--- config.mk ---
export PLATFORM = sky130hd
export DESIGN_NAME = alu_mul_sequencer
export DESIGN_NICKNAME = d
export VERILOG_FILES = /design/src/rtl/alu_mul_sequencer.sv
export SDC_FILE = /design/constraint.sdc
export NUM_CORES = 1
export LEC_CHECK = 0
export ABC_AREA = 1
export BUFFER_PORTS_ARGS = -buffer_cell sky130_fd_sc_hd__buf_2
export CAP_MARGIN = 25
export CORE_MARGIN = 1
export CORE_UTILIZATION = 40
export DETAILED_ROUTE_END_ITERATION = 16
export PLACE_DENSITY_LB_ADDON = 0.25
export RECOVER_POWER = 50
export SLEW_MARGIN = 20
export SYNTH_ARGS = -nofsm -noshare
export SYNTH_HDL_FRONTEND = slang
export SYNTH_SLANG_ARGS = --single-unit
--- constraint.sdc ---
create_clock -name clk_i -period 1.5 [get_ports clk_i]
set_input_delay 0.075 -clock clk_i [delete_from_list [all_inputs] [get_ports clk_i]]
set_output_delay 0.075 -clock clk_i [all_outputs]
set_load 0.01 [all_outputs]
--- src/rtl/alu_mul_sequencer.sv ---
// ----------------------------------------------------------------------------
// alu_mul_sequencer
//
// Purpose:
//   Multi-cycle unsigned shift-add multiplier controller that borrows an
//   external N-bit ALU. Once a start is accepted it issues one ALU addition
//   per cycle for N cycles. Each addition folds the multiplicand into the
//   high half of a 2N-bit {HI,LO} accumulator. A one-cycle done pulse then
//   marks the product as ready.
//
// Ports:
//   clk_i            in   1    clock, rising edge
//   rst_i            in   1    synchronous active-high reset
//   start_i          in   1    request, sampled only while idle
//   multiplicand_i   in   N    operand M, captured on accepted start
//   multiplier_i     in   N    operand Q, captured on accepted start
//   busy_o           out  1    high while calculating and during done
//   done_o           out  1    one-cycle completion pulse
//   product_o        out  2N   {HI,LO}, valid from done until next start
//   alu_a_o          out  N    ALU operand a (always HI)
//   alu_b_o          out  N    ALU operand b (M or zero)
//   alu_c_o          out  1    ALU carry-in (always 0)
//   alu_invert_o     out  1    ALU invert control (always 0)
//   alu_less_o       out  1    ALU less input (always 0)
//   alu_operacion_o  out  3    ALU operation select (always OP_ADD)
//   alu_resultado_i  in   N    ALU sum, combinational
//   alu_c_i          in   1    ALU carry-out, combinational
// ----------------------------------------------------------------------------
module alu_mul_sequencer #(
  parameter int          N      = 32,
  parameter logic [2:0]  OP_ADD = 3'b010
) (
  input  logic           clk_i,
  input  logic           rst_i,
  input  logic           start_i,
  input  logic [N-1:0]   multiplicand_i,
  input  logic [N-1:0]   multiplier_i,
  output logic           busy_o,
  output logic           done_o,
  output logic [2*N-1:0] product_o,
  output logic [N-1:0]   alu_a_o,
  output logic [N-1:0]   alu_b_o,
  output logic           alu_c_o,
  output logic           alu_invert_o,
  output logic           alu_less_o,
  output logic [2:0]     alu_operacion_o,
  input  logic [N-1:0]   alu_resultado_i,
  input  logic           alu_c_i
);

  localparam int CW = $clog2(N);

  typedef enum logic [1:0] {
    IDLE = 2'd0,
    CALC = 2'd1,
    DONE = 2'd2
  } state_t;

  state_t        state;
  state_t        state_next;
  logic [N-1:0]  hi;
  logic [N-1:0]  lo;
  logic [N-1:0]  m;
  logic [CW-1:0] cnt;
  logic          last_step;

  assign last_step = (cnt == CW'(N - 1));

  // State register.
  always_ff @(posedge clk_i) begin
    if (rst_i) begin
      state <= IDLE;
    end else begin
      state <= state_next;
    end
  end

  // Next-state logic. Start is only honoured from IDLE; DONE always lasts
  // exactly one cycle, so a start held high there is ignored.
  always_comb begin
    state_next = state;
    case (state)
      IDLE:    if (start_i)   state_next = CALC;
      CALC:    if (last_step) state_next = DONE;
      DONE:    state_next = IDLE;
      default: state_next = IDLE;
    endcase
  end

  // Datapath registers. In CALC, the ALU carry-out becomes the new top bit
  // and the sum shifts right into LO. As a result no product bit is lost.
  // The counter is exactly CW bits wide, so it wraps back to zero on the
  // final step.
  always_ff @(posedge clk_i) begin
    if (rst_i) begin
      hi  <= '0;
      lo  <= '0;
      m   <= '0;
      cnt <= '0;
    end else begin
      case (state)
        IDLE: begin
          if (start_i) begin
            m   <= multiplicand_i;
            lo  <= multiplier_i;
            hi  <= '0;
            cnt <= '0;
          end
        end
        CALC: begin
          hi  <= {alu_c_i, alu_resultado_i[N-1:1]};
          lo  <= {alu_resultado_i[0], lo[N-1:1]};
          cnt <= cnt + 1'b1;
        end
        default: begin
        end
      endcase
    end
  end

  // Handshake and ALU drive. Operand b is gated to zero outside CALC. This
  // keeps the shared ALU quiet whenever no step is in progress.
  always_comb begin
    busy_o          = (state == CALC) || (state == DONE);
    done_o          = (state == DONE);
    product_o       = {hi, lo};
    alu_a_o         = hi;
    alu_b_o         = ((state == CALC) && lo[0]) ? m : '0;
    alu_c_o         = 1'b0;
    alu_invert_o    = 1'b0;
    alu_less_o      = 1'b0;
    alu_operacion_o = OP_ADD;
  end

endmodule

==> impl_metrics.json, run 1 <==
{
  "status": "finished, violations left",
  "violations": "setup timing",
  "setup.worst_path.start_class": "flip-flop",
  "cpMostUsedCell": "buf_6",
  "nets": 965,
  "maxCapViolations": 0,
  "worst_path_largest_cell_delay_ps": 340,
  "final_cell_area_mm2": 0.00669,
  "whs_path_depth": 3,
  "overflow": 0,
  "clkSinkCount": 103,
  "cp.buffers_inverters": 4,
  "synth.distinct_cells": 21,
  "reg2regPathDepth": 9,
  "areaGrowthSynthToFinish_pct": 42.1,
  "comb_power_share_pct": 25.3,
  "fillers": 1054,
  "rows": 39,
  "required_ps": 1420,
  "end_kind": "output pin",
  "clockRootBuffer": "clkbuf_16",
  "cts_made_buffers": 9,
  "r2r-start": "state[0]",
  "syn_inst": 655,
  "r2r_slack_ps": 70,
  "wire_per_inst_um": 13.4,
  "grt_pass1_vias": 4503,
  "seq_power_share_pct": 41.0,
  "p_int_w": 0.00551,
  "path_depth": 7,
  "p_switching_w": 0.00237,
  "crit_chain": "buf_6 -> ha_4 -> buf_6 -> nand2_8 -> buf_16 -> nor2_2 -> buf_2",
  "fp.dieArea_mm2": 0.0122,
  "postSynth.asyncResetShare_pct": 0,
  "core_area_mm2": 0.0115,
  "clockBufferDepth": 2,
  "netlist_area_mm2": 0.00471,
  "setup_viol": 32,
  "drtIter0Drc": 311,
  "finalHoldViolCount": 0,
  "die_y_um": 111,
  "cp_data_arrival_time_ps": 1530,
  "placed_area_mm2": 0.00575,
  "synth_area_leaders": "dfxtp_1 (44%), nand2_1 (11%), nor2_1 (8.0%)",
  "setup.worst_path.start": "state[0]",
  "drive_gt1_share_pct": 28.2,
  "skew_ps": 5.08,
  "die_width_um": 111,
  "worst_skew_pair.late_latency_ps": 340,
  "clk_transition_reported_paths_ps": 70,
  "clock.fmax_mhz": 623,
  "synth_common_cells": "nand2_1 (132), dfxtp_1 (103), nor2_1 (101)",
  "first_pass_iters": 5,
  "post-route-period-util_pct": 107,
  "cts_tree": "yes",
  "reg2reg_to": "alu_a_o[0]",
  "synth_seq_cells": 103,
  "synth.most_common_cell": "nand2_1",
  "grt_pass1_wl_um": 21000,
  "seq_area_mm2": 0.00206,
  "fin_tns_setup_ps": -2360,
  "critPathCapture": "alu_b_o[2]",
  "pwr_density_cell_mw_per_mm2": 1180,
  "dp_cells": 970,
  "grt_max_degree": 65,
  "fin_crit_ps": 1610,
  "io_pins": 236,
  "antenna_found_initial": 0,
  "synth-main-ff-cell": "dfxtp_1",
  "synth_warnings": 0,
  "multi_input_area_mm2": 0.00219,
  "instances_no_fill": 1008,
  "synth_top_area_share_pct": 43.8,
  "pwr-share-clk_pct": 33.7,
  "wl_um": 13500,
  "slowest_stage": "dfxtp_2",
  "rsz0062_at_grt": "yes",
  "start_util_pct": 41.1,
  "ant_nets": 0,
  "timing.final.ws_setup_ps": -106,
  "worstSetupPathType": "flip-flop to output pin",
  "slew_viol_final": 0,
  "leakage_nw": 2.91,
  "peakVddDrop_mv": 0.586,
  "yosys.area.top_type": "dfxtp_1",
  "grt.total_usage_pct": 20.8,
  "via_per_inst": 4.88,
  "synth_edf_count": 0,
  "syn-mean-instance-area_um2": 7.19,
  "cts_max_level": 3,
  "drc_errors": 0,
  "holdCritPathClass": "primary input to flip-flop",
  "ys_seq_area_share_pct": 43.8,
  "cp_max_fo": 8,
  "p_sw_share_pct": 30.1,
  "vias": 4921,
  "dp_hpwl_um": 8830,
  "gp_congestion": 0.780,
  "crit_family": "buffers and inverters",
  "port_buffers": 229,
  "num_antenna_cells": 0
}
[worst min-delay path by stage]
stage / start / to / slack, ps
3_5_place_dp: alu_resultado_i[14] / alu_a_o[13] / 350
6_report: alu_resultado_i[17] / alu_a_o[16] / 9
2_1_floorplan: alu_resultado_i[11] / alu_a_o[10] / 240
5_1_grt: alu_resultado_i[27] / alu_a_o[26] / 10
3_3_place_gp: alu_resultado_i[17] / alu_a_o[16] / 350
4_1_cts: alu_resultado_i[19] / alu_a_o[18] / 0.2
[repair_timing]
| action | 4_1_cts | 5_1_grt |
|---|---|---|
| setup buffers | 4 | 1 |
| resized for setup | 33 | 83 |
| setup endpoints to repair | 33 | 73 |
| hold endpoints to repair | 13 | 0 |
| pin swaps | 1 | 1 |
| hold buffers | 13 | 0 |
| cloned | 3 | 2 |
[kinds of logic after synthesis]
group	after synthesis	synth area share (%)
DFF	103	43.8
buffers and inverters	125	15.0
and+or+nand+nor	283	24.4
other	2	0.159
AOI/OAI and AO/OA	137	15.4
adders and majority gates	5	1.33
[cell type report]
class                   count  area share [%]
repair buffers            274            26.2
flip-flops and latches    103            30.8
inverters                  41            2.45
well taps                 143            2.67
clock buffers              13            3.74
multi-input cells         431            32.8
clock inverters             3            1.35
[sequential cells by signal (all words and copies together) (netlist names)]
register and count:
cnt 5, lo 32, alu_a_o 32, state 2
m 32
[worst register-to-register path: cells and delay by family, from the launching register on]
kind / cells / cell delay [ps]
AOI/OAI and AO/OA: 1 / 120
adders and majority gates: 1 / 160
buffers and inverters: 4 / 540
DFF: 1 / 330
and+or+nand+nor: 3 / 210
[routing by layer]
metal / track usage (%) / vias up / wire length [µm]
met4: 8.53 / 0 / 308
met2: 36.4 / 203 / 6900
met5: 0 / - / 0
met3: 4.23 / 22 / 807
met1: 24.7 / 2258 / 5520
li1: - / 2438 / -
[power groups by stage]
stage	registers (W)	clock network [W]	logic (W)
finish	0.00323	0.00265	0.00199
global route	0.00327	0.00282	0.00220
CTS	0.00322	0.00272	0.00189
detailed placement	0.00327	0	0.00176
global placement	0.00326	0	0.00172
floorplan	0.00333	0	0.00109
[through the flow]
step / hold slack (ps) / setup slack (ps) / util, % / total power, W
floorplan: 239 / 131 / - / 0.00443
global placement: 347 / 84.3 / 50.1 / 0.00498
detailed placement: 350 / 11.0 / 50.1 / 0.00503
CTS: 0.218 / -81.4 / 56.0 / 0.00782
global route: 13.0 / -170 / 58.4 / 0.00828
finish: 9.00 / -106 / 58.4 / 0.00788
[cell usage in the layout (no fill, tap or decap), types with 10 or more instances in the layout]
cell / count
nand3_1: 36
nor2_1: 70
a21oi_1: 61
dfxtp_1: 101
buf_6: 30
buf_4: 15
a21oi_2: 10
nand2_2: 11
inv_1: 36
clkbuf_16: 11
dlygate4sd3_1: 13
o21ai_0: 55
nand2_1: 131
nor2_4: 25
o21ai_1: 11
buf_2: 110
clkbuf_1: 97
(Power assumes the default switching activity.)
==> run 2, diff against run 1 <==
--- a/config.mk
+++ b/config.mk
@@ -5,12 +5,12 @@
 export SDC_FILE = /design/constraint.sdc
 export NUM_CORES = 1
 export LEC_CHECK = 0
-export ABC_AREA = 1
 export BUFFER_PORTS_ARGS = -buffer_cell sky130_fd_sc_hd__buf_2
 export CAP_MARGIN = 25
 export CORE_MARGIN = 1
 export CORE_UTILIZATION = 40
 export DETAILED_ROUTE_END_ITERATION = 16
+export GPL_TIMING_DRIVEN = 0
 export PLACE_DENSITY_LB_ADDON = 0.25
 export RECOVER_POWER = 50
 export SLEW_MARGIN = 20
==> run 2 against run 1 <==
Against the previous run:
- the flow still finishes with violations (setup timing)
- combinational power shrank 5%
- first-iteration DRC count shrank 12%
- flip-flop and latch count is the same
- clock skew grew 0.54 ps
- hold slack is essentially flat
- critical path type unchanged
- largest cell class is now non-clock buffers
- largest power group unchanged
==> impl_metrics.json, run 2 <==
{
  "grt_pass1_vias": 4645,
  "required_ps": 1420,
  "clockRootBuffer": "clkbuf_16",
  "peakVddDrop_mv": 0.723,
  "mostFrequentLayoutCell": "buf_2",
  "cp_data_arrival_time_ps": 1500,
  "gp_congestion": 0.783,
  "drtIter0Drc": 274,
  "syn-mean-instance-area_um2": 9.20,
  "core_area_mm2": 0.0115,
  "grt_max_degree": 17,
  "dp_slack_ps": -289,
  "relSlewSlack_pct": 52.8,
  "p_int_w": 0.00517,
  "finalHoldViolCount": 0,
  "dp_hpwl_um": 9500,
  "post-route-util_pct": 66.5,
  "ys_seq_area_share_pct": 43.5,
  "netlist_area_mm2": 0.00474,
  "grt.total_usage_pct": 22.2,
  "ant_nets": 0,
  "postSynth.asyncResetShare_pct": 0,
  "syn_inst": 515,
  "num_antenna_cells": 0,
  "tightest_slew_ps": 708,
  "die_width_um": 111,
  "finalPower_w": 0.00731,
  "synth-main-ff-cell": "dfxtp_1",
  "cts_tree": "yes",
  "seq_power_share_pct": 42.6,
  "wire_per_inst_um": 15.0,
  "fin_crit_ps": 1570,
  "clk_transition_reported_paths_ps": 70,
  "end_kind": "output pin",
  "cts_max_level": 3,
  "clock.fmax_mhz": 636,
  "io_pins": 236,
  "slew_viol_final": 0,
  "first_pass_iters": 4,
  "vias": 4859,
  "timing.final.ws_setup_ps": -72.7,
  "synth.most_common_cell": "dfxtp_1",
  "via_per_inst": 4.99,
  "yosys.area.top_type": "dfxtp_1",
  "wl_um": 14600,
  "synth_seq_cells": 103,
  "areaGrowthSynthToFinish_pct": 61.0,
  "synth_warnings": 0,
  "synth.distinct_cells": 29,
  "clkSinkCount": 103,
  "start_util_pct": 41.3,
  "maxCapViolations": 0,
  "antenna_found_initial": 0,
  "setup_viol": 67,
  "leakage_nw": 3.36,
  "hold_ws_ps": 9.44,
  "synth_top_area_share_pct": 43.5,
  "post-route-period-util_pct": 105,
  "port_buffers": 228,
  "die_y_um": 111,
  "grt_pass1_wl_um": 22300,
  "worstSetupPathType": "flip-flop to output pin",
  "skew_ps": 5.63,
  "setup.worst_path.start_class": "flip-flop",
  "comb_power_share_pct": 25.9,
  "nets": 931,
  "worst_skew_pair.late_latency_ps": 340,
  "synth_edf_count": 0,
  "cpMostUsedCell": "clkbuf_16",
  "drc_errors": 0,
  "status": "finished, violations left",
  "synth_common_cells": "dfxtp_1 (103), nand2_1 (67), nor2_1 (56)",
  "final_cell_mix": "buf_2 (143), dfxtp_1 (100), clkbuf_1 (79)",
  "clockBufferDepth": 2,
  "rsz0062_at_grt": "yes",
  "pwr_density_cell_mw_per_mm2": 958,
  "cts_made_buffers": 9,
  "crit_chain": "inv_4 -> ha_4 -> clkbuf_16 -> clkbuf_16 -> and3_4 -> buf_6",
  "pwr-share-clk_pct": 31.5,
  "fin_tns_setup_ps": -1770,
  "violations": "setup timing",
  "p_sw_share_pct": 29.2,
  "drive_gt1_share_pct": 44.5,
  "rows": 39,
  "slowest_stage": "dfxtp_2",
  "fp.dieArea_mm2": 0.0123,
  "p_switching_w": 0.00214,
  "holdCritPathClass": "primary input to flip-flop",
  "synth_area_leaders": "dfxtp_1 (44%), a211oi_2 (7.9%), buf_4 (6.8%)",
  "worst_path_largest_cell_delay_ps": 360,
  "cp_max_fo": 4,
  "overflow": 0
}
[run 2: cell count changes after synthesis, sizes merged, moves of 9 or more]
| cell | before | now |
|---|---|---|
| a32oi | 0 | 34 |
| and3 | 1 | 33 |
| o21ai | 66 | 0 |
| mux2i | 0 | 33 |
| a211oi | 0 | 34 |
| nand2 | 145 | 67 |
| buf | 66 | 57 |
| inv | 41 | 4 |
| a21oi | 71 | 36 |
| nor2 | 101 | 66 |
| nand3 | 36 | 2 |
| clkbuf | 18 | 28 |
[run 2: logic make-up after synthesis]
logic type,count (synthesis),synth area share [%]
compound gates,106,18.9
fa+ha+maj,5,1.32
buf+inv,89,12.0
flops,103,43.5
mux,34,7.29
other cells,2,0.158
simple gates,176,16.8
[run 2: final timing paths]
path | cells after the start | slack, ps | from | end
max reg2reg | 8 | -60 | state[0] | alu_a_o[9]
min reg2reg | 2 | 460 | m[9] | m[9]
max | 6 | -70 | state[1] | alu_b_o[31]
min | 3 | 9 | alu_c_i | alu_a_o[31]
[run 2: power groups by stage]
| stage | sequential (W) | combinational (W) | clock (W) |
|---|---|---|---|
| after floorplan | 0.00318 | 0.000903 | 0 |
| after global placement | 0.00313 | 0.00143 | 0 |
| after detailed placement | 0.00314 | 0.00146 | 0 |
| after CTS | 0.00309 | 0.00169 | 0.00236 |
| after global routing | 0.00314 | 0.00204 | 0.00247 |
| final | 0.00311 | 0.00189 | 0.00230 |
[run 2: through the flow]
stage               instances  instance area (µm²)
floorplan                 519                 4770
global placement          890                 6090
detailed placement        890                 6090
CTS                       965                 7160
global route              973                 7630
finish                    973                 7630
[run 2: cell type report]
type,count,area [µm²]
Fill cell,941,3840
Clock inverter,6,61.3
Clock buffer,9,225
Buffer,83,699
Inverter,4,20.0
Multi-Input combinational cell,327,2460
Sequential cell,103,2070
Timing Repair Buffer,298,1920
Tap cell,143,179
[run 2: per-layer routing]
layer	track usage [%]	wire length, µm	up-vias
li1	-	-	2379
met4	9.69	349	0
met2	39.0	7570	160
met5	0	0	-
met1	27.1	6160	2298
met3	2.52	529	22
[run 2: what timing repair did]
action,4_1_cts,5_1_grt
pin swaps,4,6
setup buffers,6,6
hold buffers,53,0
resized for setup,53,117
endpoints found under the setup margin,123,128
endpoints found under the hold margin,53,0
cloned,2,3
[run 2: critical path: cells and delay by family (launching register included)]
| family | cells | cell delay [ps] |
|---|---|---|
| fa+ha+maj | 1 | 180 |
| buf+inv | 4 | 460 |
| flops | 1 | 360 |
| simple gates | 1 | 160 |
